**config.mk**
```make
export PLATFORM = sky130hd
export DESIGN_NAME = mips_cpu_data_bridge_flat
export DESIGN_NICKNAME = d
export VERILOG_FILES = /design/src/rtl/mips_cpu_data_bridge_if.sv /design/src/rtl/mips_cpu_data_bridge.sv /design/src/flat_wrapper.sv
export SDC_FILE = /design/constraint.sdc
export NUM_CORES = 1
export LEC_CHECK = 0
export CAP_MARGIN = 15
export CORE_UTILIZATION = 35
export DETAILED_ROUTE_END_ITERATION = 8
export HOLD_SLACK_MARGIN = 0.05
export PLACE_DENSITY_LB_ADDON = 0.05
export SYNTH_ARGS = -nofsm -noshare
export SYNTH_HDL_FRONTEND = slang
export SYNTH_SLANG_ARGS = --single-unit
```
**constraint.sdc**
```tcl
create_clock -name clk -period 3.4 [get_ports clk]
set_input_delay 0.51 -clock clk [delete_from_list [all_inputs] [get_ports clk]]
set_output_delay 0.51 -clock clk [all_outputs]
set_load 0.03 [all_outputs]
```
**src/rtl/mips_cpu_data_bridge_if.sv**
```systemverilog
// CPU-side load/store request and Avalon-MM data-master signals of the MIPS data bridge.
// slave = the bridge's view; master = the environment (core + bus slave) driving it.
interface mips_cpu_data_bridge_if;
    logic        cpu_read;
    logic        cpu_write;
    logic [3:0]  cpu_byte_enable;
    logic [31:0] cpu_addr;
    logic [31:0] cpu_writedata;
    logic        cpu_signextend;
    logic        cpu_stall;
    logic        cpu_done;
    logic [31:0] cpu_readdata;

    logic [31:0] avm_address;
    logic        avm_read;
    logic        avm_write;
    logic [3:0]  avm_byteenable;
    logic [31:0] avm_writedata;
    logic        avm_waitrequest;
    logic [31:0] avm_readdata;

    logic        bus_error;

    modport slave (
        input  cpu_read, cpu_write, cpu_byte_enable, cpu_addr, cpu_writedata, cpu_signextend,
        input  avm_waitrequest, avm_readdata,
        output cpu_stall, cpu_done, cpu_readdata,
        output avm_address, avm_read, avm_write, avm_byteenable, avm_writedata,
        output bus_error
    );

    modport master (
        output cpu_read, cpu_write, cpu_byte_enable, cpu_addr, cpu_writedata, cpu_signextend,
        output avm_waitrequest, avm_readdata,
        input  cpu_stall, cpu_done, cpu_readdata,
        input  avm_address, avm_read, avm_write, avm_byteenable, avm_writedata,
        input  bus_error
    );
endinterface

```
**src/rtl/mips_cpu_data_bridge.sv**
```systemverilog
// Data-side bus responder: turns a held CPU load/store into one Avalon-MM transfer, retiring 2 cycles
// after the request plus one per waitrequest cycle; the core is stalled throughout and MAX_WAIT aborts.
module mips_cpu_data_bridge #(
    parameter int unsigned MAX_WAIT = 255
) (
    input  logic                         clk,
    input  logic                         reset,
    mips_cpu_data_bridge_if.slave        bus
);
    localparam int unsigned              CNT_W      = $clog2(MAX_WAIT + 1);
    localparam logic [CNT_W-1:0]         WAIT_LIMIT = CNT_W'(MAX_WAIT);
    localparam logic [CNT_W-1:0]         WAIT_LAST  = CNT_W'(MAX_WAIT - 1);

    typedef enum logic [1:0] {
        S_IDLE = 2'd0,
        S_BUS  = 2'd1,
        S_RESP = 2'd2
    } state_t;

    state_t             state_q;
    logic [CNT_W-1:0]   wait_cnt_q;
    logic [31:0]        avm_address_q;
    logic               avm_read_q;
    logic               avm_write_q;
    logic [3:0]         avm_byteenable_q;
    logic [31:0]        avm_writedata_q;
    logic [31:0]        cpu_readdata_q;
    logic               cpu_done_q;
    logic               bus_error_q;
    logic [1:0]         lane_q;
    logic [3:0]         size_q;
    logic               sext_q;

    logic [1:0]         req_lane;
    logic               req_any;
    logic               req_one;
    logic               size_legal;
    logic               req_aligned;
    logic               req_valid;
    logic [3:0]         req_be;
    logic [31:0]        req_wd;
    logic [31:0]        rd_shift;
    logic [31:0]        load_ext;

    // Request decode: only one strobe, a legal size and natural alignment get onto the bus.
    assign req_lane   = bus.cpu_addr[1:0];
    assign req_any    = bus.cpu_read | bus.cpu_write;
    assign req_one    = bus.cpu_read ^ bus.cpu_write;
    assign size_legal = (bus.cpu_byte_enable == 4'b0001) ||
                        (bus.cpu_byte_enable == 4'b0011) ||
                        (bus.cpu_byte_enable == 4'b1111);

    always_comb begin
        req_aligned = 1'b0;
        case (bus.cpu_byte_enable)
            4'b0001: req_aligned = 1'b1;
            4'b0011: req_aligned = ~req_lane[0];
            4'b1111: req_aligned = (req_lane == 2'b00);
            default: req_aligned = 1'b0;
        endcase
    end

    assign req_valid = req_one & size_legal & req_aligned;
    assign req_be    = bus.cpu_byte_enable << req_lane;
    assign req_wd    = bus.cpu_writedata << {req_lane, 3'b000};

    // Load path: bring the addressed lane down to bit 0, then extend from the access's top bit.
    assign rd_shift = bus.avm_readdata >> {lane_q, 3'b000};

    always_comb begin
        load_ext = rd_shift;
        case (size_q)
            4'b0001: load_ext = {{24{sext_q & rd_shift[7]}},  rd_shift[7:0]};
            4'b0011: load_ext = {{16{sext_q & rd_shift[15]}}, rd_shift[15:0]};
            default: load_ext = rd_shift;
        endcase
    end

    always_ff @(posedge clk or negedge reset) begin
        if (!reset) begin
            state_q          <= S_IDLE;
            wait_cnt_q       <= '0;
            avm_address_q    <= 32'd0;
            avm_read_q       <= 1'b0;
            avm_write_q      <= 1'b0;
            avm_byteenable_q <= 4'd0;
            avm_writedata_q  <= 32'd0;
            cpu_readdata_q   <= 32'd0;
            cpu_done_q       <= 1'b0;
            bus_error_q      <= 1'b0;
            lane_q           <= 2'd0;
            size_q           <= 4'd0;
            sext_q           <= 1'b0;
        end else begin
            case (state_q)
                S_IDLE: begin
                    if (req_any) begin
                        if (req_valid) begin
                            avm_address_q    <= {bus.cpu_addr[31:2], 2'b00};
                            avm_byteenable_q <= req_be;
                            avm_writedata_q  <= req_wd;
                            avm_read_q       <= bus.cpu_read;
                            avm_write_q      <= bus.cpu_write;
                            lane_q           <= req_lane;
                            size_q           <= bus.cpu_byte_enable;
                            sext_q           <= bus.cpu_signextend;
                            wait_cnt_q       <= '0;
                            state_q          <= S_BUS;
                        end else begin
                            // Rejected request: answer straight away without touching the bus.
                            bus_error_q    <= 1'b1;
                            cpu_readdata_q <= 32'd0;
                            cpu_done_q     <= 1'b1;
                            state_q        <= S_RESP;
                        end
                    end
                end

                S_BUS: begin
                    if (bus.avm_waitrequest) begin
                        if (wait_cnt_q == WAIT_LAST) begin
                            avm_read_q     <= 1'b0;
                            avm_write_q    <= 1'b0;
                            bus_error_q    <= 1'b1;
                            cpu_readdata_q <= 32'd0;
                            cpu_done_q     <= 1'b1;
                            state_q        <= S_RESP;
                        end else if (wait_cnt_q != WAIT_LIMIT) begin
                            wait_cnt_q <= wait_cnt_q + CNT_W'(1);
                        end
                    end else begin
                        if (avm_read_q) begin
                            cpu_readdata_q <= load_ext;
                        end
                        avm_read_q  <= 1'b0;
                        avm_write_q <= 1'b0;
                        cpu_done_q  <= 1'b1;
                        state_q     <= S_RESP;
                    end
                end

                S_RESP: begin
                    cpu_done_q <= 1'b0;
                    state_q    <= S_IDLE;
                end

                default: begin
                    cpu_done_q <= 1'b0;
                    state_q    <= S_IDLE;
                end
            endcase
        end
    end

    // Stall is gated by reset so it drops at once when reset hits with a request still held.
    assign bus.cpu_stall      = reset & (((state_q == S_IDLE) & req_any) | (state_q == S_BUS));
    assign bus.cpu_done       = cpu_done_q;
    assign bus.cpu_readdata   = cpu_readdata_q;
    assign bus.avm_address    = avm_address_q;
    assign bus.avm_read       = avm_read_q;
    assign bus.avm_write      = avm_write_q;
    assign bus.avm_byteenable = avm_byteenable_q;
    assign bus.avm_writedata  = avm_writedata_q;
    assign bus.bus_error      = bus_error_q;

    a_one_strobe: assert property (@(posedge clk) disable iff (!reset) !(avm_read_q && avm_write_q));
    a_done_pulse: assert property (@(posedge clk) disable iff (!reset) cpu_done_q |=> !cpu_done_q);

endmodule

```
**src/flat_wrapper.sv**
```systemverilog
// flat-port wrapper written by rule: the top's interface ports become plain ports
module mips_cpu_data_bridge_flat 
#(
    parameter int unsigned MAX_WAIT = 255
)
  (clk, reset, bus_cpu_read, bus_cpu_write, bus_cpu_byte_enable, bus_cpu_addr, bus_cpu_writedata, bus_cpu_signextend, bus_avm_waitrequest, bus_avm_readdata, bus_cpu_stall, bus_cpu_done, bus_cpu_readdata, bus_avm_address, bus_avm_read, bus_avm_write, bus_avm_byteenable, bus_avm_writedata, bus_bus_error);
  mips_cpu_data_bridge_if bus_i ();
  input  logic clk;
  input  logic reset;
  input wire logic [$bits(bus_i.cpu_read)-1:0] bus_cpu_read;
  input wire logic [$bits(bus_i.cpu_write)-1:0] bus_cpu_write;
  input wire logic [$bits(bus_i.cpu_byte_enable)-1:0] bus_cpu_byte_enable;
  input wire logic [$bits(bus_i.cpu_addr)-1:0] bus_cpu_addr;
  input wire logic [$bits(bus_i.cpu_writedata)-1:0] bus_cpu_writedata;
  input wire logic [$bits(bus_i.cpu_signextend)-1:0] bus_cpu_signextend;
  input wire logic [$bits(bus_i.avm_waitrequest)-1:0] bus_avm_waitrequest;
  input wire logic [$bits(bus_i.avm_readdata)-1:0] bus_avm_readdata;
  output wire logic [$bits(bus_i.cpu_stall)-1:0] bus_cpu_stall;
  output wire logic [$bits(bus_i.cpu_done)-1:0] bus_cpu_done;
  output wire logic [$bits(bus_i.cpu_readdata)-1:0] bus_cpu_readdata;
  output wire logic [$bits(bus_i.avm_address)-1:0] bus_avm_address;
  output wire logic [$bits(bus_i.avm_read)-1:0] bus_avm_read;
  output wire logic [$bits(bus_i.avm_write)-1:0] bus_avm_write;
  output wire logic [$bits(bus_i.avm_byteenable)-1:0] bus_avm_byteenable;
  output wire logic [$bits(bus_i.avm_writedata)-1:0] bus_avm_writedata;
  output wire logic [$bits(bus_i.bus_error)-1:0] bus_bus_error;
  assign bus_i.cpu_read = bus_cpu_read;
  assign bus_i.cpu_write = bus_cpu_write;
  assign bus_i.cpu_byte_enable = bus_cpu_byte_enable;
  assign bus_i.cpu_addr = bus_cpu_addr;
  assign bus_i.cpu_writedata = bus_cpu_writedata;
  assign bus_i.cpu_signextend = bus_cpu_signextend;
  assign bus_i.avm_waitrequest = bus_avm_waitrequest;
  assign bus_i.avm_readdata = bus_avm_readdata;
  assign bus_cpu_stall = bus_i.cpu_stall;
  assign bus_cpu_done = bus_i.cpu_done;
  assign bus_cpu_readdata = bus_i.cpu_readdata;
  assign bus_avm_address = bus_i.avm_address;
  assign bus_avm_read = bus_i.avm_read;
  assign bus_avm_write = bus_i.avm_write;
  assign bus_avm_byteenable = bus_i.avm_byteenable;
  assign bus_avm_writedata = bus_i.avm_writedata;
  assign bus_bus_error = bus_i.bus_error;
  mips_cpu_data_bridge #(.MAX_WAIT(MAX_WAIT)) u_core (.clk(clk), .reset(reset), .bus(bus_i));
endmodule
```
After elaboration in Yosys (flattened, before gate mapping)
Cells that the tools add are included.
{"block": "op_classes", "add_sub_neg": 1, "eq_ne": 17, "shift": 3, "muxes": 34, "n_bitwise": 10, "reduce_logical": 12}
{"cell": "2-to-1 mux 32 bit", "count": 5}
{"cell": "one-hot mux 32 bit (2 select lines)", "count": 2}
{"cell": "2-to-1 mux 8 bit", "count": 5}
{"cell": "<< shifter 32 x 5 -> 32 bit", "count": 1}
{"cell": "right shift 32 x 5 -> 32 bit", "count": 1}
{"cell": "one-hot mux 8 bit (2 select lines)", "count": 1}
{"cell": "2-to-1 mux 1 bit", "count": 11}
{"cell": "AND reduction 5 bit", "count": 2}
{"cell": "adder 8 x 1 -> 8 bit, second input constant", "count": 1}
{"cell": "== test 4 x 1 -> 1 bit, second input constant", "count": 2}
{"cell": "== test 4 x 2 -> 1 bit, second input constant", "count": 2}
{"cell": "== test 8 bit, second input constant", "count": 1}
{"cell": "2-to-1 mux 2 bit", "count": 4}
{"cell": "inequality test 2 x 1 -> 1 bit, second input constant", "count": 4}
{"cell": "inequality test 8 bit, second input constant", "count": 1}
{"cell": "one-hot mux 1 bit (2 select lines)", "count": 4}
{"cell": "bitwise AND 1 bit", "count": 6}
{"cell": "inequality test 2 bit, second input constant", "count": 3}
{"cell": "inequality test 3 x 2 -> 1 bit, second input constant", "count": 2}
{"cell": "AND reduction 3 bit", "count": 2}
{"cell": "AND reduction 6 bit", "count": 1}
{"cell": "== test 4 bit, second input constant", "count": 1}
{"cell": "zero test 2 bit", "count": 2}
{"cell": "one-hot mux 2 bit (2 select lines)", "count": 1}
{"cell": "other kinds (10)", "count": 12}
{"block": "totals", "regBits": 119, "inputBits": 106, "out_inout_bits": 105}

Depth between registers and ports, before layout
Gate-level depths: netlist of run 1.
{"block": "logic_depth", "word_depth": 8, "depth_mapped": 9}

Worst setup path after synthesis of run 1
OpenSTA, ideal clock, no wires.
{"block": "synth_timing", "path_kind": "reg-to-reg", "startpoint": "register u_core.wait_cnt_q[0]", "endpoint": "register u_core.cpu_readdata_q[10] (netlist: u_core.bus.cpu_readdata[10])", "setup_ns": 0.125, "t_arrival_ns": 2.079, "required_ns": 3.275, "path_slack_ns": 1.196, "path_stages_with_launch": 9, "n_path_buf": 1, "synth_period_minus_slack_ns": 2.204, "cell_sequence": "dfrtp_1 -> inv_1 -> ha_1 -> inv_1 -> o311a_4 -> a211oi_4 -> a21boi_4 -> buf_6 -> mux2_2"}
{"block": "synth_via", "elab_chain_cells": 3}
{"element": "start: declaration", "line": "mips_cpu_data_bridge.sv:21", "source": "logic [CNT_W-1:0] wait_cnt_q;"}
{"element": "start signal: assignment", "line": "mips_cpu_data_bridge.sv:129", "source": "wait_cnt_q <= wait_cnt_q + CNT_W'(1);"}
{"element": "== test 8 bit", "line": "mips_cpu_data_bridge.sv:121", "source": "if (wait_cnt_q == WAIT_LAST) begin"}
{"element": "inequality test 3 x 2 -> 1 bit (no line)"}
{"element": "AND reduction 5 bit (no line)"}
{"element": "end signal: assignment", "line": "mips_cpu_data_bridge.sv:133", "source": "cpu_readdata_q <= load_ext;"}
{"element": "end: declaration", "line": "mips_cpu_data_bridge.sv:27", "source": "logic [31:0] cpu_readdata_q;"}
Every way passes these cells.
A chain may end at the register's enable or synchronous reset.

Worst setup path after layout of run 1
{"block": "layout_timing", "startpoint": "input bus_cpu_read", "endpoint": "output bus_cpu_stall"}
{"block": "layout_via", "elab_chain_cells": 4}
{"element": "start: declaration", "line": "flat_wrapper.sv:10", "source": "input wire logic [$bits(bus_i.cpu_read)-1:0] bus_cpu_read;"}
{"element": "bitwise OR 1 bit", "line": "mips_cpu_data_bridge.sv:47", "source": "assign req_any = bus.cpu_read | bus.cpu_write;"}
{"element": "bitwise AND 1 bit", "line": "mips_cpu_data_bridge.sv:156", "source": "assign bus.cpu_stall = reset & (((state_q == S_IDLE) & req_any) | (state_q == S_BUS));"}
{"element": "bitwise OR 1 bit", "line": "mips_cpu_data_bridge.sv:156"}
{"element": "bitwise AND 1 bit", "line": "mips_cpu_data_bridge.sv:156"}
{"element": "end: declaration", "line": "flat_wrapper.sv:18", "source": "output wire logic [$bits(bus_i.cpu_stall)-1:0] bus_cpu_stall;"}
Every way passes these cells.

==> results.md, run 1 <==
* RSZ-0062 raised after global routing: false
* IO Pins at ~210
* Clock network fraction of design power at about a third
* Synth Cell Area at slightly below 6000 sq um
* Clk_skew at between 0.01 and 0.015 ns
* Hold buffers post-CTS at 0
* Fin Setup TNS at 0 ns
* Slew margin rel. at 44.1%
* Post-synthesis sequential area ratio at about half
* Count of cell types in the netlist at 48
* Max-slew violation count at 0
* FFs w/ async S/R, synth at 100%
* # clock sinks at 119
* Final net count at ~940
* Skew-Pair Late Insertion Delay at between 0.4 and 0.5 ns
* CP startpoint kind: primary input
* CP cell instances: clkdlybuf4s50_1, inv_1, ha_1, inv_1, o21ai_0, nor2_1, clkdlybuf4s50_1
* Total power at around 5.1 mW
* Slowest cell delay on critical path at a little over 0.6 ns
* Class of the worst hold path: in2async
* Critical path endpoint category: output pin
* Worst reg2reg path startpoint: u_core.wait_cnt_q[0]$_DFFE_PN0P_
* P_leak at slightly below 4 nW
* GRT Util Overall at about a fifth
* CTS H-tree lvls at 4
* Fin area at 8820 sq um
* Total congestion overflow at 0
* Internal power at roughly 3.3 mW
* Setup Fix Bufs, Post-CTS at 0
* Final hold vios at 0
* Placed cell areas at slightly above 8000 sq um
* CP max FO at 4
* Post-synthesis simple-gate area fraction at between 10% and 20%
* Root Buffer: clkbuf_16
* Number of diodes at 0
* Avg Inst Size Synth at 9.43 sq um
* Post-cts sizing count at 0
* Util after Layout at 53.2%
* Routed WL at roughly 18 mm
* Global-route wire length before repair at roughly 28 mm
* P&R area growth vs syn at 48.3%
* Adder-cell area share of the yosys netlist at less than 1%
* Yosys warnings at 0
* CTS tree: built
* RD Place Congestion at 0.850
* Logic pwr share at 32.3%
* Sequential Power Share at 35.0%
* Initial Util at 35.9%
* Largest family of logic cells by synthesized area: simple AND/OR/NAND/NOR gates
* Vias in the first global route at 5,417
* XOR/XNOR share of the synthesized area at 0%
* NetSw at between 1.5 and 2 mW
* Mapped Cells at 631
* Via/cell ratio at 4.95
* Worst VDD drop at around 0.00039 V
* Detailed Route Iter0 Violations at about 170
* Maxcap violations at 0
* Initial antenna violation count at 2
* Drt drc at 0
* Pwr Density at between 500 and 600 nW/um^2
* Hpwl dp at around 13 mm
* Post-synthesis mux area share at 13.7%
* Tmin final at between 3 and 4 ns
* Slew @ Worst Pin at about 0.83 ns
* First-pass detailed-route iteration total at 4
* DR vias at 5,271
* Row Count at 47
* Clock buffer depth at 2
* Highest clock rate at 332 MHz
* Top_reg_cell synth: dfrtp_1
* Number of synthesized flops with an enable pin at 0
* Post-synthesis compound-gate area fraction at 13.3%
* #FFs+latches synth at between 100 and 150
* Die Ht at about 130 um
* Status: finished clean
* Die Span X at about 130 um
* Share of post-route cells with drive strength above 1 at 11.1%
* Final setup vio count at 0
* Cell with the biggest individual delay on the critical path: clkdlybuf4s50_1
* Pin count of the biggest net entering global routing at 120
* DR WL/cell at 16.6 um
* Core area at ~17,000 sq um
* Tcrit/Tclk final at between 80% and 90%
* CTS buffer count at 17
* CP Launch Point: bus_cpu_read
* Req. time, crit path at around 2.9 ns
* Sw Share at between 30% and 40%
* Die area at around 18,000 sq um
* Crit Path Class: in2out
* Port Buf Inserts at ~210
* Worst EP arrival at ~2.5 ns
* Clock transition at the registers of the reported paths at 0.06 ns
* Antenna Violating Nets Remaining at 0
per-layer routing:
| metal | share of wire, % | GRT usage, % | vias to the layer above |
|---|---|---|---|
| met3 | 7.8 | 7.42 | 26 |
| met1 | 42 | 24.1 | 2519 |
| li1 | - | - | 2555 |
| met2 | 48 | 34.1 | 171 |
| met5 | 0 | 0 | - |
| met4 | 2.6 | 8.94 | 0 |
path summary, 6_finish.rpt:
path | to | slack [ns] | depth (start not counted)
max | bus_cpu_stall | 0.38 | 7
min | u_core.bus.cpu_readdata[20]$_DFFE_PN0P_ | 0.22 | 2
max reg2reg | u_core.bus.cpu_readdata[23]$_DFFE_PN0P_ | 1.01 | 8
min reg2reg | u_core.bus.avm_address[10]$_DFFE_PN0P_ | 0.48 | 2
max in group asynchronous | u_core.bus.avm_writedata[14]$_DFFE_PN0P_ | 2.60 | 2
min in group clk | u_core.bus.avm_address[10]$_DFFE_PN0P_ | 0.48 | 2
synthesized netlist by cell type (all sizes together) (2+ instances only):
| library cell | count | area share (%) |
|---|---|---|
| a211oi | 16 | 2.2 |
| a21boi | 2 | 0.44 |
| a21o | 2 | 0.25 |
| a21oi | 22 | 1.9 |
| a31oi | 2 | 0.21 |
| and3 | 2 | 0.21 |
| buf | 20 | 2.0 |
| clkbuf | 19 | 1.2 |
| dfrtp | 119 | 50 |
| ha | 3 | 0.63 |
| inv | 13 | 0.82 |
| mux2 | 39 | 7.4 |
| mux2i | 33 | 5.6 |
| mux4 | 2 | 0.76 |
| nand2 | 191 | 12 |
| nand2b | 2 | 0.21 |
| nand3 | 5 | 0.42 |
| nand3b | 2 | 0.25 |
| nand4 | 4 | 0.42 |
| nor2 | 35 | 2.2 |
| nor2b | 11 | 1.2 |
| nor3 | 2 | 0.25 |
| o211ai | 10 | 1.3 |
| o21ai | 47 | 4.0 |
| o22ai | 2 | 0.21 |
| o311a | 2 | 0.53 |
| o31ai | 9 | 1.1 |
| or2 | 2 | 0.21 |
| or3 | 2 | 0.21 |
registers in the layout, summed over array words and instances, names as in the netlist:
signal,cells
u_core.bus.avm_byteenable,4
u_core.bus.avm_address,30
u_core.bus.avm_read,1
u_core.state_q,2
u_core.bus.cpu_done,1
u_core.bus.avm_write,1
u_core.bus.cpu_readdata,32
u_core.bus.bus_error,1
u_core.size_q,4
u_core.lane_q,2
u_core.bus.avm_writedata,32
u_core.sext_q,1
u_core.wait_cnt_q,8
final cells by class:
class	instances	area, sq um
Clock buffer	17	425
Timing Repair Buffer	220	2210
Clock inverter	15	131
Inverter	13	48.8
Fill cell	1486	7760
Sequential cell	119	2980
Tap cell	220	275
Multi-Input combinational cell	461	2760
metrics by stage:
step           hold WS (ns)  instances  setup WS (ns)
2_1_floorplan         0.214        632           1.20
3_3_place_gp          0.456       1033          0.416
3_5_place_dp          0.462       1033          0.388
4_1_cts               0.289       1065          0.371
5_1_grt               0.301       1065          0.259
6_report              0.220       1065          0.384
worst max-delay path, delay by kind of cell:
family,cells,cell delay (ns)
compound gates,1,0.43
fa+ha+maj,1,0.24
buf+inv,4,1.22
simple gates,1,0.09
logic make-up after synthesis:
family / Yosys count
AOI/OAI and AO/OA: 120
DFF: 119
and+or+nand+nor: 262
muxes: 74
other: 1
buffers and inverters: 52
adders and majority gates: 3
power groups by stage:
stage                     Clock (mW)  Combinational, mW  Sequential (mW)
after global routing            1.78               1.77             1.83
after global placement             0               1.65             1.81
after CTS                       1.72               1.67             1.80
final                           1.67               1.65             1.80
after detailed placement           0               1.67             1.81
after floorplan                    0              0.530             2.19
layout by cell type (no fill, tap or decap), types with 3 or more instances in the layout:
cell / netlist / routed
mux2i_1: 33 / 33
nand2_1: 191 / 191
a21oi_1: 22 / 22
dfrtp_1: 119 / 119
inv_1: 13 / 13
buf_4: 2 / 10
clkinvlp_4: 0 / 8
nand3_1: 5 / 4
ha_1: 3 / 3
clkdlybuf4s50_1: 0 / 207
a211oi_1: 15 / 15
o21ai_0: 47 / 47
buf_12: 0 / 3
mux2_1: 3 / 3
clkinv_2: 0 / 3
nor2b_1: 11 / 11
o211ai_1: 10 / 10
clkbuf_16: 0 / 17
nand4_1: 4 / 4
o31ai_1: 9 / 9
nor2_1: 35 / 35
mux2_2: 36 / 36
(Power assumes the default switching activity.)
==> run 2: changes to the inputs <==
- clock period: 3.4 -> 3.45 ns (I/O delays scaled with it)
==> run 2 against run 1 <==
Compared with the run above: combinational power about the same; hold slack better by 0.053 ns; design area down 0.18%; critical path depth unchanged; die area unchanged; total power down 1.6%; sequential cell count unchanged; sequential power about the same; first-iteration DRC count up 28%; global-route usage up 0.42 points; wire length up 0.96%; largest cell class unchanged; largest power group unchanged; highest routed layer unchanged.
==> results.md, run 2 (synthesis gave the netlist of run 1 again) <==
* Status: finished clean
* Die area at around 18,000 sq um
* Skew-Pair Late Insertion Delay at about 0.42 ns
* Final hold vios at 0
* RD Place Congestion at roughly 0.83
* Final non-filler cell total at 1,066
* Sequential Power Share at 35.2%
* Multi-input logic area at around 2800 sq um
* Pin count of the biggest net entering global routing at around 80
* Max-slew violation count at 0
* IO Pins at between 200 and 250
* Class of the worst hold path: in2async
* DR WL/cell at ~17 um
* CP startpoint kind: primary input
* Clock transition at the registers of the reported paths at ~0.050 ns
* Total power at around 5.0 mW
* Pwr Density at roughly 570 nW/um^2
* Tcrit/Tclk final at between 80% and 90%
* Tmin final at between 3 and 4 ns
* RSZ-0062 raised after global routing: false
* Sw Share at 33.9%
* Drt drc at 0
* Die Ht at around 130 um
* Final WS setup at approximately 0.4 ns
* Crit Path Class: in2out
* Clk_skew at ~0.0057 ns
* Hold buffers post-CTS at 0
* Worst EP arrival at between 2 and 3 ns
* P&R area growth vs syn at 48.0%
* Commonest non-fill, non-tap cells in the layout: clkdlybuf4s50_1 (207), nand2_1 (191), dfrtp_1 (119), o21ai_0 (47), mux2_2 (36)
* Vias in the first global route at 5,535
* Detailed Route Iter0 Violations at roughly 220
* CTS tree: built
* FILL cells at about 1,500
* Req. time, crit path at just under 3 ns
* Port Buf Inserts at about 210
* Clock buffer depth at 2
* Slew @ Worst Pin at roughly 0.86 ns
* Internal power at about 3.3 mW
* Reg-to-reg slack, setup at between 0.9 and 1 ns
* Pre-CTS WS at approximately 0.4 ns
* Share of post-route cells with drive strength above 1 at between 10% and 20%
* Maxcap violations at 0
* Routed WL at between 15 and 20 mm
* # clock sinks at 119
* Row Count at 47
* CTS H-tree lvls at 4
* Reg2Reg Depth at 8
* CTS buffer count at 17
* Via/cell ratio at around 4.9
* P_leak at roughly 4.0 nW
* Most common cell after layout, fill and taps aside: clkdlybuf4s50_1
* Highest clock rate at approximately 330 MHz
* Global-route wire length before repair at 28.7 mm
* Setup Fix Bufs, Post-CTS at 0
* Slew margin rel. at between 40% and 50%
* Cell with the biggest individual delay on the critical path: clkdlybuf4s50_1
* CP cell instances: clkdlybuf4s50_1, inv_1, ha_1, inv_1, o21ai_0, nor2_1, clkdlybuf4s50_1
* Critical path endpoint category: output pin
* Initial Util at between 30% and 40%
* Fin Setup TNS at 0 ns
* Worst reg2reg path startpoint: u_core.wait_cnt_q[0]$_DFFE_PN0P_
* Slowest cell delay on critical path at between 0.6 and 0.7 ns
* Post-cts sizing count at 0
* Final net count at 942
* Core area at ~17,000 sq um
* Hpwl dp at between 10 and 15 mm
* Initial antenna violation count at 1
* Cells after DPL at ~1,000
* First-pass detailed-route iteration total at 4
* Logic pwr share at roughly a third
* Seq. cell area at approximately 3000 sq um
* CP max FO at 4
* Root Buffer: clkbuf_16
* Final setup vio count at 0
* Worst VDD drop at 0.000339 V
* Fin area at about 8800 sq um
* Total congestion overflow at 0
* DR vias at 5,276
* Number of diodes at 0
* NetSw at between 1.5 and 2 mW
* Clock network fraction of design power at 32.6%
* GRT Util Overall at between 20% and 30%
* Placed cell areas at about 8200 sq um
* FF-to-FF End: u_core.bus.cpu_readdata[27]$_DFFE_PN0P_
* Antenna Violating Nets Remaining at 0
* Die Span X at ~130 um
run 2: through the flow:
stage               hold slack, ns  util (%)
floorplan                    0.222         -
global placement             0.458      49.7
detailed placement           0.462      49.7
CTS                          0.313      53.1
global route                 0.324      53.1
finish                       0.272      53.1
run 2: routing by layer:
metal  track usage, %  up-vias  wire (um)  part of all wire [%]
li1                 -     2558          -                     -
met4             6.07        0        234                   1.3
met2             35.6      166       8670                    49
met1             24.5     2535       7440                    42
met3             8.46       17       1510                   8.5
met5                0        -          0                     0
run 2: layout make-up:
cell class / count / share of cell area (%)
flip-flops and latches: 119 / 33.8
multi-input cells: 461 / 31.3
repair buffers: 221 / 24.9
clock buffers: 25 / 5.85
well taps: 220 / 3.13
inverters: 13 / 0.554
clock inverters: 7 / 0.483
run 2: power groups by stage:
stage | combinational (mW) | clock [mW] | sequential (mW)
after floorplan | 0.523 | 0 | 2.16
after global placement | 1.62 | 0 | 1.78
after detailed placement | 1.64 | 0 | 1.79
after CTS | 1.64 | 1.69 | 1.77
after global routing | 1.75 | 1.75 | 1.80
final | 1.63 | 1.65 | 1.77
run 2: worst max path at each step:
stage | depth (start not counted) | start | slack [ns] | endpoint
2_1_floorplan | 8 | u_core.wait_cnt_q[0]$_DFFE_PN0P_ | 1.25 | u_core.bus.cpu_readdata[10]$_DFFE_PN0P_
3_3_place_gp | 7 | bus_cpu_write | 0.43 | bus_cpu_stall
3_5_place_dp | 7 | bus_cpu_read | 0.40 | bus_cpu_stall
4_1_cts | 7 | bus_cpu_read | 0.39 | bus_cpu_stall
5_1_grt | 7 | bus_cpu_write | 0.24 | bus_cpu_stall
6_report | 7 | bus_cpu_read | 0.40 | bus_cpu_stall
run 2: critical path, delay by kind of cell:
kind	cells	cell delay, ns
adder cells (fa/ha/maj)	1	0.26
AO/OA/AOI/OAI	1	0.43
buffers and inverters	4	1.22
AND/OR/NAND/NOR	1	0.10
==> run 3: changes to the inputs <==
- CORE_ASPECT_RATIO: not set -> 2
==> run 3 against run 2 <==
Compared with the run above: core utilization is 0.44 points higher; maximum frequency increased by 0.29%; via count up 0.74%; wire length is 4.0% higher; worst setup slack better by 0.0089 ns; critical path depth stayed put; design area increased by 1.4%; final cell count fell by 0.94%; clock power grew 18%; die area rose by 0.18%; critical path type unchanged.
==> results.md, run 3 (synthesis gave the netlist of run 1 again) <==
* Vias in the first global route at between 5,000 and 6,000
* Sw Share at 33.0%
* Worst VDD drop at between 0.0003 and 0.0004 V
* Tcrit/Tclk final at between 80% and 90%
* RD Place Congestion at 0.822
* Cell with the biggest individual delay on the critical path: clkdlybuf4s50_1
* CTS tree: built
* Util after Layout at between 50% and 60%
* Sequential Power Share at 32.8%
* CTS H-tree lvls at 4
* Pwr Density at ~600 nW/um^2
* Row Count at between 60 and 70
* Root Buffer: clkbuf_16
* Fin Setup TNS at 0 ns
* Fin area at ~8900 sq um
* Initial Util at between 30% and 40%
* DR vias at between 5,000 and 6,000
* Reg2Reg Depth at 8
* Hold WS at 0.474 ns
* Worst reg2reg path startpoint: u_core.wait_cnt_q[0]$_DFFE_PN0P_
* RSZ-0062 raised after global routing: false
* Routed WL at 18.6 mm
* First-pass detailed-route iteration total at 6
* FF-to-FF End: u_core.bus.cpu_readdata[11]$_DFFE_PN0P_
* Die area at roughly 18,000 sq um
* Final WS setup at just over 0.4 ns
* Placed cell areas at slightly above 8000 sq um
* Core area at 16,700 sq um
* Maxcap violations at 0
* Share of post-route cells with drive strength above 1 at 11.4%
* IO Pins at 211
* Via/cell ratio at between 5 and 6
* Highest clock rate at 329 MHz
* Commonest non-fill, non-tap cells in the layout: clkdlybuf4s50_1 (207), nand2_1 (191), dfrtp_1 (119), o21ai_0 (47), mux2_2 (36)
* CP cell instances: clkdlybuf4s50_1, inv_1, ha_1, inv_1, o21ai_0, nor2_1, clkdlybuf4s50_1
* Detailed Route Iter0 Violations at 214
* Clock transition at the registers of the reported paths at 0.06 ns
* Req. time, crit path at just under 3 ns
* Pre-CTS WS at between 0.3 and 0.4 ns
* CP startpoint kind: primary input
* P_leak at ~4 nW
* Cells after DPL at 1,023
* # clock sinks at between 100 and 150
* GRT Util Overall at 22.4%
* Hold Path Stages at 2
* Port Buf Inserts at around 210
* FILL cells at 1,547
* Hold endpoint: u_core.bus.avm_writedata[29]$_DFFE_PN0P_
* Final setup vio count at 0
* CP bufs+invs at 4
* Clk_skew at 0.00607 ns
* Slew @ Worst Pin at roughly 0.96 ns
* Antenna Violating Nets Remaining at 0
* CTS buffer count at 17
* Worst EP arrival at approximately 2.5 ns
* Drt drc at 0
* Slowest cell delay on critical path at 0.61 ns
* Die Span X at around 94 um
* DR WL/cell at between 15 and 20 um
* Logic pwr share at a little under a third
* Number of diodes at 0
* Final hold vios at 0
* Skew-Pair Late Insertion Delay at 0.42 ns
* Clock network fraction of design power at between 30% and 40%
* Crit Path Class: in2out
* Worst hold start: u_core.bus.avm_writedata[29]$_DFFE_PN0P_
* Critical path endpoint category: output pin
* Most common cell after layout, fill and taps aside: clkdlybuf4s50_1
* Pin count of the biggest net entering global routing at 60
* Status: finished clean
* Clock buffer depth at 2
* P&R area growth vs syn at 50.1%
* Initial antenna violation count at 0
* Total power at 5.38 mW
* Final net count at roughly 950
* Final non-filler cell total at 1,056
* Reg-to-reg slack, setup at between 1 and 1.5 ns
* Internal power at 3.60 mW
* Total congestion overflow at 0
* CP max FO at 4
* Die Ht at 186 um
* Critical path's top delay family: buffers and inverters
* NetSw at 1.78 mW
* Max-slew violation count at 0
* Slew margin rel. at a little over a third
* Class of the worst hold path: reg2reg
* Tmin final at just over 3 ns
* Global-route wire length before repair at 29.5 mm
* Hpwl dp at roughly 14 mm
run 3: repair_timing:
item,4_1_cts,5_1_grt
buffers inserted,0,0
hold endpoints to repair,15,0
gates resized for setup,0,0
hold buffers,1,0
run 3: worst max path at each step:
stage	depth (start not counted)	from	end
floorplan	8	u_core.wait_cnt_q[0]$_DFFE_PN0P_	u_core.bus.cpu_readdata[10]$_DFFE_PN0P_
global placement	7	bus_cpu_write	bus_cpu_stall
detailed placement	7	bus_cpu_read	bus_cpu_stall
CTS	7	bus_cpu_read	bus_cpu_stall
global route	7	bus_cpu_write	bus_cpu_stall
finish	7	bus_cpu_read	bus_cpu_stall
run 3: final cells by class:
class	count	area (sq um)	share of cell area (%)
Multi-Input combinational cell	461	2760	30.8
Tap cell	207	259	2.90
Inverter	13	48.8	0.546
Timing Repair Buffer	224	2240	25.1
Clock inverter	11	170	1.91
Clock buffer	21	480	5.38
Sequential cell	119	2980	33.3
run 3: worst register-to-register path, cell delays in order, from the launching register on:
cell      delay (ns)
dfrtp_1         0.41
inv_1           0.07
ha_1            0.20
inv_1           0.07
o311a_4         0.39
a211oi_4        0.32
a21boi_4        0.26
buf_12          0.22
mux2_2          0.37
run 3: power groups by stage:
| stage | Sequential (mW) | Combinational, mW | Clock, mW |
|---|---|---|---|
| 6_report | 1.76 | 1.68 | 1.94 |
| 5_1_grt | 1.79 | 1.80 | 2.04 |
| 4_1_cts | 1.77 | 1.70 | 1.98 |
| 3_5_place_dp | 1.78 | 1.69 | 0 |
| 3_3_place_gp | 1.77 | 1.69 | 0 |
| 2_1_floorplan | 2.16 | 0.523 | 0 |
run 3: metal layers:
layer | track usage (%) | routed length, um | vias to the layer above
met3 | 5.58 | 1130 | 34
met5 | 0 | 0 | -
met4 | 12.1 | 763 | 0
met1 | 23.0 | 6630 | 2534
li1 | - | - | 2551
met2 | 40.4 | 10000 | 196
==> RTL change 1, RTL diff (flow settings as in run 2) <==
Re-encode `state_t` (3 states) as one-hot, 3 bits wide.
--- a/src/rtl/mips_cpu_data_bridge.sv
+++ b/src/rtl/mips_cpu_data_bridge.sv
@@ -11,10 +11,10 @@
     localparam logic [CNT_W-1:0]         WAIT_LIMIT = CNT_W'(MAX_WAIT);
     localparam logic [CNT_W-1:0]         WAIT_LAST  = CNT_W'(MAX_WAIT - 1);
 
-    typedef enum logic [1:0] {
-        S_IDLE = 2'd0,
-        S_BUS  = 2'd1,
-        S_RESP = 2'd2
+    typedef enum logic [2:0] {
+        S_IDLE = 3'b001,
+        S_BUS  = 3'b010,
+        S_RESP = 3'b100
     } state_t;
 
     state_t             state_q;
Check against the original RTL: same outputs for any inputs over 4 cycles, from zero or initial values and one cycle with reset low; so few cycles prove little.
==> RTL change 1 against run 2 <==
Fmax is 2.0% lower. Area after synthesis is 2.4% higher. Worst setup slack worse by 0.064 ns. Count of clock-buffer cells in the layout is 8 lower. Combinational power is 72% higher. Via count is 1.5% higher. Total power is 36% higher. Clock power is 19% higher. Hold slack worse by 0.0015 ns. Final area is 2.6% higher. Wire length is 0.87% lower. Sequential cell count is 1 higher. Largest power group is now combinational logic.
==> RTL change 1: results (changes against run 2) <==
Synth Warn # 0 (unchanged); power share of the clock group 28.6% (-4.0 points); GRT Util Overall 20.4% (-0.63 points); internal power 4.27 mW (+28%); crit path from bus_cpu_write; Layout Nets 956 (+1.5%); R2R Setup Slk 1.10 ns (+0.16 ns); Reg-to-Reg Start u_core.lane_q[0]$_DFFE_PN0P_; CTS resizes 0 (unchanged); Post-Route WL 17.7 mm (-0.87%); Max-slew headroom 45.8% (+3.6 points); Crit path largest cell delay 0.66 ns (+0.04 ns); most common library cells after synthesis nand2_1 (178), dfrtp_1 (119), mux2i_1 (47); Top FF cell, synth dfrtp_1; Starting DRT DRC Count 263 (+19%); placer congestion estimate 0.795 (-3.7%); vias in the first global route 5536 (+0.018%); Seq/Total Area, Yosys 49.3% (-0.75 points); top cells by area, synth dfrtp_1 (49%), nand2_1 (11%), mux2i_1 (7.7%); Hold Path Class in -> async; most instantiated library cell after synthesis nand2_1; share of cells above drive strength 1 9.53% (-1.5 points); Slowest-stage cell, CP clkdlybuf4s50_1; CP Capture Point bus_cpu_stall; outcome finished, final reports clean; Pleak 4.02 nW (+0.64%); synth unique cells 55 (+15%); Fillers 1510 (+1.6%); fin worst setup slack 0.335 ns (-0.0637 ns); R2R depth 7 (-1); DP HPWL 12.6 mm (-1.8%); drt pass-1 iters 4 (unchanged); Fin Clk Skew 0.00485 ns (-0.000844 ns); pin count of the biggest net entering global routing 97 (+24%); Critical Path AT 2.60 ns (+0.07 ns); total number of vias 5354 (+1.5%); H-tree depth 4 (unchanged); Comb pwr share 40.8% (+8.6 points); ANT cells 0 (unchanged); Reg-to-Reg End u_core.bus.cpu_readdata[22]$_DFFE_PN0P_; TritonCTS Buffers 17 (unchanged); root buffer cell clkbuf_16; ys async rst share 100% (unchanged); clk slew on worst S/H paths 0.06 ns; Peak VDD IR 0.000398 V (+17%); IO buf count 208 (unchanged); worst-path fanout max 2 (-2); global-route wire length before repair 28.5 mm (-0.72%); Clock Tree Buf Depth 2 (unchanged); initial antenna violation count 0 (-1); setup bufs post-CTS 0 (unchanged); Setup Slack @ Placement 0.302 ns (-0.0995 ns); Worst-Skew Late Latency around 0.41 ns
## RTL change 1: cell count changes in the layout (fill, tap and decap cells not counted), moves of 6 or more
cell	delta
nor2_1	-9
mux2_2	-27
o21ai_1	+30
clkbuf_8	-6
nand2_1	-13
a21oi_1	+21
mux2_4	+15
inv_1	+10
o211ai_1	-9
o21ai_0	-38
mux2i_1	+14
## RTL change 1: cell type report
type | instances | area (sq um) | share of cell area (%)
inverters | 23 | 86.3 | 0.956
clock inverters | 15 | 226 | 2.51
flip-flops and latches | 120 | 3000 | 33.3
well taps | 220 | 275 | 3.05
repair buffers | 223 | 2220 | 24.6
clock buffers | 17 | 425 | 4.71
multi-input cells | 462 | 2800 | 31.0
## RTL change 1: critical path: cells and delay by family
family | cells | cell delay [ns]
compound gates | 1 | 0.21
simple gates | 2 | 0.50
buf+inv | 3 | 1.16
fa+ha+maj | 1 | 0.21
## RTL change 1: cell families after synthesis
kind of cell | share of synthesized area [%]
adder cells (fa/ha/maj) | 0.616
other | 0.0616
flip-flops | 49.3
AO/OA/AOI/OAI | 14.1
buffers and inverters | 4.87
AND/OR/NAND/NOR | 17.2
XOR/XNOR | 0.144
multiplexers | 13.6
## RTL change 1: metal layers
layer,up-vias,share of wire (%),GRT usage (%)
li1,2604,-,-
met1,2565,43,25.3
met2,164,48,33.0
met3,21,7.4,7.07
met4,0,1.9,6.94
met5,-,0,0
## RTL change 1: metrics by stage
stage	hold slack [ns]	area, sq um	cells	utilization, %	total power, mW
5_1_grt	0.330	9030	1080	53.9	7.22
2_1_floorplan	0.222	6100	648	-	3.77
3_3_place_gp	0.456	8380	1048	50.0	4.89
3_5_place_dp	0.462	8380	1048	50.0	4.93
6_report	0.271	9030	1080	53.9	6.85
4_1_cts	0.300	9030	1080	53.9	6.94
==> RTL change 2, RTL diff (flow settings as in run 2) <==
Without the edit above. `MAX_WAIT` is set to 255 in 2 places; all go to 510.
--- a/src/rtl/mips_cpu_data_bridge.sv
+++ b/src/rtl/mips_cpu_data_bridge.sv
@@ -1,7 +1,7 @@
 // Data-side bus responder: turns a held CPU load/store into one Avalon-MM transfer, retiring 2 cycles
 // after the request plus one per waitrequest cycle; the core is stalled throughout and MAX_WAIT aborts.
 module mips_cpu_data_bridge #(
-    parameter int unsigned MAX_WAIT = 255
+    parameter int unsigned MAX_WAIT = 510
 ) (
     input  logic                         clk,
     input  logic                         reset,
--- a/src/flat_wrapper.sv
+++ b/src/flat_wrapper.sv
@@ -1,7 +1,7 @@
 // flat-port wrapper written by rule: the top's interface ports become plain ports
 module mips_cpu_data_bridge_flat 
 #(
-    parameter int unsigned MAX_WAIT = 255
+    parameter int unsigned MAX_WAIT = 510
 )
   (clk, reset, bus_cpu_read, bus_cpu_write, bus_cpu_byte_enable, bus_cpu_addr, bus_cpu_writedata, bus_cpu_signextend, bus_avm_waitrequest, bus_avm_readdata, bus_cpu_stall, bus_cpu_done, bus_cpu_readdata, bus_avm_address, bus_avm_read, bus_avm_write, bus_avm_byteenable, bus_avm_writedata, bus_bus_error);
   mips_cpu_data_bridge_if bus_i ();
Function: no difference found for any inputs over 4 cycles, from zero or initial values and one cycle with reset low; that may be too few to reach the edited logic, so the function may still have changed.
==> RTL change 2 against run 2 <==
Worst setup slack better by 0.12 ns. Highest routed layer unchanged. Cell count is 6.8% lower. Global-route usage is 1.9 points lower. Total power is 0.97% higher. Utilization is 0.13 points higher. Final area is 1.7% higher. Critical path type unchanged. Sequential cell count is 1 higher. Wire length is 5.4% lower. Area after synthesis is 2.9% higher.
==> RTL change 2: results (changes against run 2) <==
pin count of the biggest net entering global routing 101 (+29%); DP HPWL 12.0 mm (-6.8%); GRT Util Overall 19.2% (-1.9 points); Seq/Total Area, Yosys 49.1% (-0.98 points); TritonCTS Buffers 17 (unchanged); Reg-to-Reg End u_core.bus.cpu_readdata[11]$_DFFE_PN0P_; top cells by area, synth dfrtp_1 (49%), mux2_2 (12%), mux2i_1 (6.4%); crit path from bus_cpu_write; outcome finished, final reports clean; Fin Clk Skew 0.00721 ns (+0.00152 ns); Pleak 3.96 nW (-0.68%); Fillers 1522 (+2.4%); xor/xnor share of the synthesized area 0.143% (+0.14 points); Reg-to-Reg Start u_core.size_q[1]$_DFFE_PN0P_; global-route wire length before repair 26.7 mm (-7.0%); Crit path largest cell delay 0.66 ns (+0.04 ns); CTS resizes 0 (unchanged); Peak VDD IR 0.000396 V (+17%); placer congestion estimate 0.790 (-4.2%); Critical Path AT 2.42 ns (-0.11 ns); Post-Route WL 16.9 mm (-5.4%); Post-Layout Cell Count 993 (-6.8%); synth unique cells 54 (+13%); mux share of post-synthesis cell area 22.5% (+8.8 points); dpl cells 962 (-7.0%); share of cells above drive strength 1 17.5% (+6.5 points); Setup Slack @ Placement 0.523 ns (+0.122 ns); Starting DRT DRC Count 250 (+13%); Synth Area in Adders 0.818% (+0.19 points); Synth Warn # 0 (unchanged); compound-gate portion of the synthesized area 11.2% (-2.1 points); final period utilization 85.1% (-3.3 points); worst-path fanout max 3 (-1); R2R depth 5 (-3); most common library cells after synthesis dfrtp_1 (120), nand2_1 (86), mux2_2 (66); vias in the first global route 5134 (-7.2%); initial antenna violation count 0 (-1); Syn Area/Cell 11.0 sq um (+17%); R2R Setup Slk 1.27 ns (+0.33 ns); Layout Nets 871 (-7.5%); Vias/cell 4.97 (+0.47%)
RTL change 2: kinds of logic (layout without fill, tap and decap cells):
| group | count (synthesis) | in the layout |
|---|---|---|
| AOI/OAI and AO/OA | 105 | 105 |
| xor gates and xnor gates | 1 | 1 |
| adders and majority gates | 4 | 4 |
| buffers and inverters | 53 | 268 |
| DFF | 120 | 120 |
| muxes | 120 | 120 |
| other | 1 | 2 |
| and+or+nand+nor | 153 | 153 |
RTL change 2: how the worst min path moves through the flow:
stage                                       startpoint                                     end  depth (start not counted)
final                                            reset        u_core.wait_cnt_q[6]$_DFFE_PN0P_                          2
after global routing                             reset        u_core.wait_cnt_q[8]$_DFFE_PN0P_                          2
after CTS                                        reset        u_core.wait_cnt_q[8]$_DFFE_PN0P_                          2
after detailed placement  u_core.size_q[0]$_DFFE_PN0P_            u_core.size_q[0]$_DFFE_PN0P_                          1
after global placement    u_core.size_q[0]$_DFFE_PN0P_            u_core.size_q[0]$_DFFE_PN0P_                          1
after floorplan                                  reset  u_core.bus.avm_address[10]$_DFFE_PN0P_                          0
RTL change 2: worst reg2reg max path, stage by stage, from the launching register on:
cell and delay (ns):
dfrtp_1 0.42, or4b_2 0.83, a21o_1 0.21, nand2_1 0.23, nor2_1 0.11, mux2_4 0.26
RTL change 2: where the power goes:
part / internal [mW] / total (mW) / switching [mW]
sequential: 1.63 / 1.77 / 0.135
clock: 1.06 / 1.72 / 0.653
combinational: 0.738 / 1.61 / 0.872
RTL change 2: cell type report:
type,count,area (sq um),area share [%]
inverter,18,67.6,0.755
timing repair buffer,219,2190,24.4
tap,220,275,3.08
clock buffer,21,480,5.37
sequential,120,3000,33.5
clock inverter,10,93.8,1.05
multi-input combinational,385,2840,31.8
RTL change 2: metrics by stage:
step                util, %  hold slack (ns)  instance area [sq um]
CTS                    53.2            0.305                   8950
finish                 53.2            0.280                   8950
global placement       49.8            0.458                   8380
detailed placement     49.8            0.467                   8380
global route           53.2            0.330                   8950
floorplan                 -            0.222                   6120
RTL change 2: per-layer routing:
| layer | track usage, % | up-vias | part of all wire (%) |
|---|---|---|---|
| met2 | 32.6 | 141 | 51 |
| met5 | 0 | - | 0 |
| li1 | - | 2369 | - |
| met3 | 6.35 | 18 | 7.1 |
| met1 | 22.5 | 2410 | 41 |
| met4 | 6.99 | 0 | 1.5 |
